## src/rtl/brent_kung_subtractor_pipe.sv

```systemverilog
// Two-stage pipelined subtractor (op1 - op2 - bin) on a Brent-Kung prefix carry network.
// Stage 1 registers the bitwise terms plus prefix up-sweep; stage 2 completes the down-sweep and flags.

module gp_unit (
   input  logic g_hi,
   input  logic p_hi,
   input  logic g_lo,
   input  logic p_lo,
   output logic g_out,
   output logic p_out
);
   assign g_out = g_hi | (p_hi & g_lo);
   assign p_out = p_hi & p_lo;
endmodule

module brent_kung_subtractor_pipe #(
   parameter int ADDER_SIZE = 32
) (
   input  logic                  clk,
   input  logic                  rst,
   input  logic                  in_valid,
   output logic                  in_ready,
   input  logic [ADDER_SIZE-1:0] in_op1,
   input  logic [ADDER_SIZE-1:0] in_op2,
   input  logic                  bin,
   output logic                  out_valid,
   input  logic                  out_ready,
   output logic [ADDER_SIZE-1:0] out_res,
   output logic                  bout,
   output logic                  out_ovf,
   output logic                  out_zero
);
   localparam int W   = ADDER_SIZE;
   localparam int LVL = $clog2(ADDER_SIZE);

   logic [W-1:0] pb, gb;
   logic         cin;
   logic [LVL:0][W-1:0] ug, up;

   // Subtraction as op1 + ~op2 + ~bin; carry-in folded into bit 0 generate.
   assign pb  = in_op1 ^ ~in_op2;
   assign gb  = in_op1 & ~in_op2;
   assign cin = ~bin;
   assign ug[0] = {gb[W-1:1], gb[0] | (pb[0] & cin)};
   assign up[0] = pb;

   for (genvar l = 1; l <= LVL; l++) begin : g_up
      for (genvar i = 0; i < W; i++) begin : g_bit
         if (((i + 1) % (1 << l)) == 0) begin : g_node
            gp_unit u_gp (
               .g_hi (ug[l-1][i]),
               .p_hi (up[l-1][i]),
               .g_lo (ug[l-1][i-(1<<(l-1))]),
               .p_lo (up[l-1][i-(1<<(l-1))]),
               .g_out(ug[l][i]),
               .p_out(up[l][i])
            );
         end else begin : g_pass
            assign ug[l][i] = ug[l-1][i];
            assign up[l][i] = up[l-1][i];
         end
      end
   end

   logic         s1_v_q, s1_v_d;
   logic [W-1:0] s1_g_q, s1_g_d, s1_p_q, s1_p_d, s1_pb_q, s1_pb_d;
   logic         s1_cin_q, s1_cin_d, s1_sa_q, s1_sa_d, s1_sb_q, s1_sb_d;
   logic         s2_v_q, s2_v_d;
   logic [W-1:0] res_q, res_d;
   logic         bout_q, bout_d, ovf_q, ovf_d, zero_q, zero_d;
   logic         s1_adv, s2_adv, accept;

   logic [LVL-1:0][W-1:0] dg, dp;
   assign dg[0] = s1_g_q;
   assign dp[0] = s1_p_q;

   // Down-sweep fills in the prefixes the up-sweep left partial.
   for (genvar k = 1; k < LVL; k++) begin : g_dn
      localparam int L = LVL - k;
      localparam int H = 1 << (L - 1);
      for (genvar i = 0; i < W; i++) begin : g_bit
         if ((i >= (1 << L)) && (((i + 1) % (1 << L)) == H)) begin : g_node
            gp_unit u_gp (
               .g_hi (dg[k-1][i]),
               .p_hi (dp[k-1][i]),
               .g_lo (dg[k-1][i-H]),
               .p_lo (dp[k-1][i-H]),
               .g_out(dg[k][i]),
               .p_out(dp[k][i])
            );
         end else begin : g_pass
            assign dg[k][i] = dg[k-1][i];
            assign dp[k][i] = dp[k-1][i];
         end
      end
   end

   logic [W-1:0] carry, sum;
   logic         unused_dp;
   assign carry     = {dg[LVL-1][W-2:0], s1_cin_q};
   assign sum       = s1_pb_q ^ carry;
   assign unused_dp = ^dp[LVL-1];

   assign s2_adv   = !s2_v_q || out_ready;
   assign s1_adv   = s1_v_q && s2_adv;
   assign in_ready = !rst && (!s1_v_q || s1_adv);
   assign accept   = in_valid && in_ready;

   always_comb begin
      s1_v_d   = accept || (s1_v_q && !s1_adv);
      s1_g_d   = s1_g_q;
      s1_p_d   = s1_p_q;
      s1_pb_d  = s1_pb_q;
      s1_cin_d = s1_cin_q;
      s1_sa_d  = s1_sa_q;
      s1_sb_d  = s1_sb_q;
      s2_v_d   = s2_v_q;
      res_d    = res_q;
      bout_d   = bout_q;
      ovf_d    = ovf_q;
      zero_d   = zero_q;
      if (accept) begin
         s1_g_d   = ug[LVL];
         s1_p_d   = up[LVL];
         s1_pb_d  = pb;
         s1_cin_d = cin;
         s1_sa_d  = in_op1[W-1];
         s1_sb_d  = in_op2[W-1];
      end
      if (s2_adv) begin
         s2_v_d = s1_v_q;
         if (s1_v_q) begin
            res_d  = sum;
            bout_d = ~dg[LVL-1][W-1];
            ovf_d  = (s1_sa_q != s1_sb_q) && (sum[W-1] != s1_sa_q);
            zero_d = (sum == '0);
         end
      end
   end

   always_ff @(posedge clk) begin
      if (rst) begin
         s1_v_q   <= 1'b0;
         s1_g_q   <= '0;
         s1_p_q   <= '0;
         s1_pb_q  <= '0;
         s1_cin_q <= 1'b0;
         s1_sa_q  <= 1'b0;
         s1_sb_q  <= 1'b0;
         s2_v_q   <= 1'b0;
         res_q    <= '0;
         bout_q   <= 1'b0;
         ovf_q    <= 1'b0;
         zero_q   <= 1'b0;
      end else begin
         s1_v_q   <= s1_v_d;
         s1_g_q   <= s1_g_d;
         s1_p_q   <= s1_p_d;
         s1_pb_q  <= s1_pb_d;
         s1_cin_q <= s1_cin_d;
         s1_sa_q  <= s1_sa_d;
         s1_sb_q  <= s1_sb_d;
         s2_v_q   <= s2_v_d;
         res_q    <= res_d;
         bout_q   <= bout_d;
         ovf_q    <= ovf_d;
         zero_q   <= zero_d;
      end
   end

   assign out_valid = s2_v_q;
   assign out_res   = res_q;
   assign bout      = bout_q;
   assign out_ovf   = ovf_q;
   assign out_zero  = zero_q;
endmodule

```

## config.mk

```make
export PLATFORM = sky130hd
export DESIGN_NAME = brent_kung_subtractor_pipe
export DESIGN_NICKNAME = d
export VERILOG_FILES = /design/src/rtl/brent_kung_subtractor_pipe.sv
export SDC_FILE = /design/constraint.sdc
export NUM_CORES = 1
export LEC_CHECK = 0
export BUFFER_PORTS_ARGS = -buffer_cell sky130_fd_sc_hd__buf_2
export CAP_MARGIN = 20
export CORE_ASPECT_RATIO = 1.5
export CORE_UTILIZATION = 50
export DETAILED_ROUTE_END_ITERATION = 6
export GPL_TIMING_DRIVEN = 0
export PLACE_DENSITY = 0.72
export SETUP_SLACK_MARGIN = 0.5
export SLEW_MARGIN = 40
export SYNTH_ARGS = -nofsm -noshare
export SYNTH_HDL_FRONTEND = slang
export SYNTH_SLANG_ARGS = --single-unit
```

## constraint.sdc

```tcl
create_clock -name clk -period 2.8 [get_ports clk]
set_input_delay 0.14 -clock clk [delete_from_list [all_inputs] [get_ports clk]]
set_output_delay 0.14 -clock clk [all_outputs]
set_load 0.02 [all_outputs]
```

### Word-level counts from Yosys, hierarchy flattened

Cells that the tools add are included.

* register bits: 135
* input bits: 69
* output and inout bits: 37
* logic and storage cells: 180

* equal/unequal tests: 2
* bitwise gates (word level): 152
* reductions and logical operators: 14

Operators by type and width (count)
* 1-bit AND: 88
* 32-bit bitwise XOR: 2
* 1-bit OR: 58
* 32-bit AND: 1
* 32-bit zero test: 1
* 32-bit inverter: 1
* 1-bit logical AND: 5
* 1-bit zero test: 4
* 1-bit logical OR: 3
* 1-bit != test: 2
* 1-bit inverter: 2
* 2-bit AND reduction: 1

### Logic depth before layout (Yosys ltp)

* depth in word-level cells: 14
* mapped depth: 10
* gate-level depth less buffers: 10

### Hierarchy

Synthesis repeated with hierarchy kept, for this count alone.

* cell total of the unflattened synthesis: 707
* area total of the unflattened synthesis: 6064.6 um^2

By module, submodules not included
* brent_kung_subtractor_pipe: times used 1, cells an instance 593, area each 5208.7 um^2, seq. area each 2382.3 um^2
* gp_unit: times used 57, cells an instance 2, area each 15.0 um^2, seq. area each 0.0 um^2

### Worst setup path after synthesis

Ideal clock, no wire load.

* path type: reg2reg
* from: reg s1_g_q[15]
* to: reg zero_q, in the netlist out_zero
* arrival time: 1858 ps
* required time: 2735 ps
* slack: 877 ps
* cell stages (with the launch flop): 11
* path buffers: 0
* clock period less this slack: 1923 ps
* path through: dfxtp_1 -> a21o_1 -> a21o_1 -> a21o_1 -> ha_1 -> nor4_1 -> nand3_1 -> nor4_1 -> nand3_1 -> a2bb2oi_1 -> nor2_1

RTL lines
* start: declaration: RTL line 66 `logic [W-1:0] s1_g_q, s1_g_d, s1_p_q, s1_p_d, s1_pb_q, s1_pb_d;`
* start signal: assignment: RTL line 157 `s1_g_q <= s1_g_d;`
* 1-bit AND: RTL line 12 `assign g_out = g_hi | (p_hi & g_lo);`
* 1-bit OR: RTL line 12
* 1-bit AND: RTL line 12
* 1-bit OR: RTL line 12
* 1-bit AND: RTL line 12
* 1-bit OR: RTL line 12
* 32-bit bitwise XOR: RTL line 101 `assign sum = s1_pb_q ^ carry;`
* via sum[30]: RTL line 98 `logic [W-1:0] carry, sum;`
* 32-bit zero test: RTL line 136 `zero_d = (sum == '0);`
* end signal: assignment: RTL line 167 `zero_q <= zero_d;`
* end: declaration: RTL line 70 `logic bout_q, bout_d, ovf_q, ovf_d, zero_q, zero_d;`

The timed path passes the listed nets, and every way through them passes these cells.
A chain may end at the register's enable or synchronous reset.

### Final worst setup path

Same ends and word-level chain as after synthesis.

==> parameters.txt <==
Parameter                              Value

Critical path
  Most common cell on crit path    a21o_1
  CP required    3.15 ns
  Startpoint-to-endpoint class of the critical path    flip-flop to flip-flop
  CP max stage cell    dfxtp_2
  Arrival @ worst endpoint    2.61 ns
  FF-to-FF End    out_zero
  Delay contributed by the slowest stage of the critical path    0.35 ns
  Type of element launching the critical path    flip-flop
  Length in cells of the worst reg-to-reg path    10
  R2R Path Start    s1_g_q[15]
  Ordered list of cells on the worst path    a21o_1, a21o_1, a21o_1, ha_4, nor4_4, nand3_2, nor4_4, nand3_1, a2bb2oi_1, nor2_1
  Biggest fanout along the worst timing path    5
  Largest delay contributor family on the critical path    simple AND/OR/NAND/NOR gates
  Endpoint class of the critical path    flip-flop
  Worst path bufs/invs    0
  Reg2reg setup slack    0.53 ns

Placement
  Pre-CTS setup slack    0.2203 ns
  Cell Area, Placed    0.006078 mm2
  Final Wtd Congestion    0.8879
  PortBufs    105
  Dpl hpwl    11660 um

Finish
  Filler cell count in the final layout    908
  Area of all placed cells without fillers    0.006819 mm2
  Ratio of cells with drive above 1 in the final layout    0.2027
  Growth of design area from synthesis to finish    26.92%
  Number of inserted diodes    0
  Sequential cell area    0.002303 mm2
  Combined area of the multi-input logic cells    0.002820 mm2
  Net count of the finished layout    922

GRT
  Sum of overflow across all layers after global routing    0
  GRT Util Overall    0.2945
  Via count of the first global-routing pass    5018
  Largest net degree at the start of global routing    17
  Antenna violations before repair    0
  Wire length of the first global-routing pass    24560 um

Yosys
  Async set-or-reset flop fraction in the synthesized netlist    0
  Count of flip-flops with a built-in enable after synthesis    0
  Gate count after technology mapping    677
  Yosys warning count    0
  Synthesized Nets    793
  Netlist area before placement    0.005373 mm2
  Post-synthesis simple-gate area fraction    0.2096
  Distinct cell type count of the synthesized netlist    38
  Primary FF master, synth    dfxtp_1
  Compound-cell area share of the yosys netlist    0.1679
  Number of storage elements in the synthesis netlist    115
  Largest family of logic cells by synthesized area    simple AND/OR/NAND/NOR gates
  Share of the yosys chip area belonging to registers    0.4285
  Synth Area in XOR/XNOR    0.02771
  Mux cell area share after synthesis    0
  Adder and majority cell fraction of the synthesized area    0.1095
  Synthesized area divided by synthesized cell count    7.936 um2

Timing
  Clock Skew    0.008318 ns
  Final setup violating endpoints    0
  Worst-case setup margin in the final layout    0.5346 ns
  Final Max Tran Viols    0
  Timing-limited maximum frequency    441.4 MHz
  Min cycle time layout    2.265 ns
  Sum of negative setup slack    0 ns
  Fin. Hold Viols    0
  Setup repair after global routing missed its margin    yes
  Max_slew headroom    0.5729
  Worst-Margin Slew    0.6406 ns
  Final worst path period share    0.8091
  Final-layout worst hold slack    0.06052 ns

Clock tree
  Root buffer cell    clkbuf_16
  CTS Buf Count    17
  CTS clock-pin slew for the worst setup and hold paths    0.05 ns
  Clock tree from TritonCTS    yes
  H-tree levels    4
  Clock insertion delay at the later pin of the skew report    0.42 ns
  Number of sinks driven by the clock tree    115
  Clock Path Buffers    2

Floorplanning
  Number of standard-cell rows in the floorplan    46
  Overall die area    0.01117 mm2
  Floorplan Core Area    0.01053 mm2
  Die W    86.64 um
  Effective utilization at floorplan    0.5101
  Overall die height    129.0 um
  Number of I/O pins    106

Pwr
  Leak Pwr    3.109 nW
  VDD IR-drop max    498.0 uV
  Total power density per cell area    712.2 mW/mm2

Detailed routing
  Post-DRT Antenna Nets    0
  Count of routing violations after the opening detailed-route iteration    470
  Count of vias placed by the detailed router    5250
  Wire per inst    16.49 um
  Total length of routed wires    15880 um
  Vias per inst    5.452
  Detailed-route DRC error count    2
  Pre-Repair DR Iteration Count    7

Hold path
  Min-Delay Endpoint    out_valid
  Origin of the worst min-delay path    out_ready
  Hold Path Cell Cnt    4
  Path type of the worst min-delay path    primary input to flip-flop

Run
  Maxcap violations    0

Run status
  Result of the run    finished with violations
  Violated checks    DRC
-- placed cells by master, fill, tap and decap left out, types with 3 or more instances in the layout --
cell,instances
dfxtp_1,114
a21oi_2,4
a211oi_1,10
nor3_1,4
nor2b_1,4
nand2_1,181
nand2b_1,3
buf_4,7
nand4_1,6
dlygate4sd3_1,4
clkbuf_1,21
a21oi_1,57
nand3_1,16
nor2_1,44
xnor2_1,16
clkbuf_8,4
clkbuf_16,17
a21o_1,14
buf_2,112
bufinv_16,4
ha_1,46
nor4_1,5
o21ai_1,3
o21ai_0,58
inv_1,34
clkinv_2,5
-- cell usage after synthesis (all sizes together), types with 2 or more instances --
cell type	number	area share
xnor2	17	0.028
a21o	15	0.021
a21oi	61	0.060
nand2	181	0.13
a211oi	10	0.014
dfxtp	115	0.43
nand2b	3	0.0035
nor2	44	0.031
nor2b	5	0.0072
buf	16	0.018
and2	2	0.0023
inv	35	0.024
nor3	4	0.0037
nand3	17	0.016
nand4	6	0.0070
clkbuf	20	0.014
o21ai	61	0.057
ha	47	0.11
nor4	7	0.0082
-- routing by layer --
layer	wire (um)	GRT usage
met1	6179	0.3323
met2	8122	0.5397
met3	1150	0.05581
met4	429	0.1157
met5	0	0
-- state kept, by name, summed over array words and instances (netlist names) --
| register | flops |
|---|---|
| s1_p_q | 26 |
| s1_sb_q | 1 |
| s1_g_q | 32 |
| out_res | 32 |
| bout | 1 |
| s1_sa_q | 1 |
| out_zero | 1 |
| out_valid | 1 |
| s1_pb_q | 17 |
| s1_cin_q | 1 |
| s1_v_q | 1 |
| out_ovf | 1 |
-- tightest hold or removal path: stages --
cell     delay [ns]
buf_2          0.10
nor2b_4        0.05
nor2_1         0.10
nor2_1         0.05
-- logic make-up (layout without fill, tap and decap cells) --
logic type | after synthesis | in the layout
AND/OR/NAND/NOR | 272 | 272
XOR/XNOR | 17 | 17
AO/OA/AOI/OAI | 155 | 155
buffers and inverters | 71 | 213
adder cells (fa/ha/maj) | 47 | 47
flip-flops | 115 | 115
-- power breakdown --
group	internal, W	leakage (nW)	switching (W)
logic	0.000276	1.85	0.000446
registers	0.00175	0.943	0.0000643
clock network	0.00157	0.316	0.000749
-- final cells by class --
cell class                 instances  area share
buffer                            36     0.02550
inverter                          35     0.01927
tap                              144     0.02642
multi-input combinational        491      0.4136
clock buffer                      22     0.07101
sequential                       115      0.3378
timing repair buffer             110     0.08404
clock inverter                    10     0.02239
-- metrics by stage --
stage / power (W) / utilization / cells
3_3_place_gp: 0.002498 / 0.5771 / 926
6_report: 0.004857 / 0.6474 / 963
3_5_place_dp: 0.002514 / 0.5771 / 926
4_1_cts: 0.004833 / 0.6441 / 962
5_1_grt: 0.004999 / 0.6474 / 963
2_1_floorplan: 0.002259 / - / 677
-- timing repair --
item                       CTS  global route
pin swaps                    0             2
hold endpoints to repair     4             0
gates resized for setup      5             4
hold buffers                 4             0
buffers inserted             0             1
setup endpoints to repair    1             2
-- how the worst max path moves through the flow --
stage | to | cells after the start | from
floorplan | out_zero | 10 | s1_g_q[15]
global placement | out_zero | 10 | s1_g_q[15]
detailed placement | out_zero | 10 | s1_g_q[15]
CTS | out_zero | 10 | s1_g_q[15]
global route | out_zero | 10 | s1_g_q[15]
finish | out_zero | 10 | s1_g_q[15]
Power figures use the tool's default switching activity.
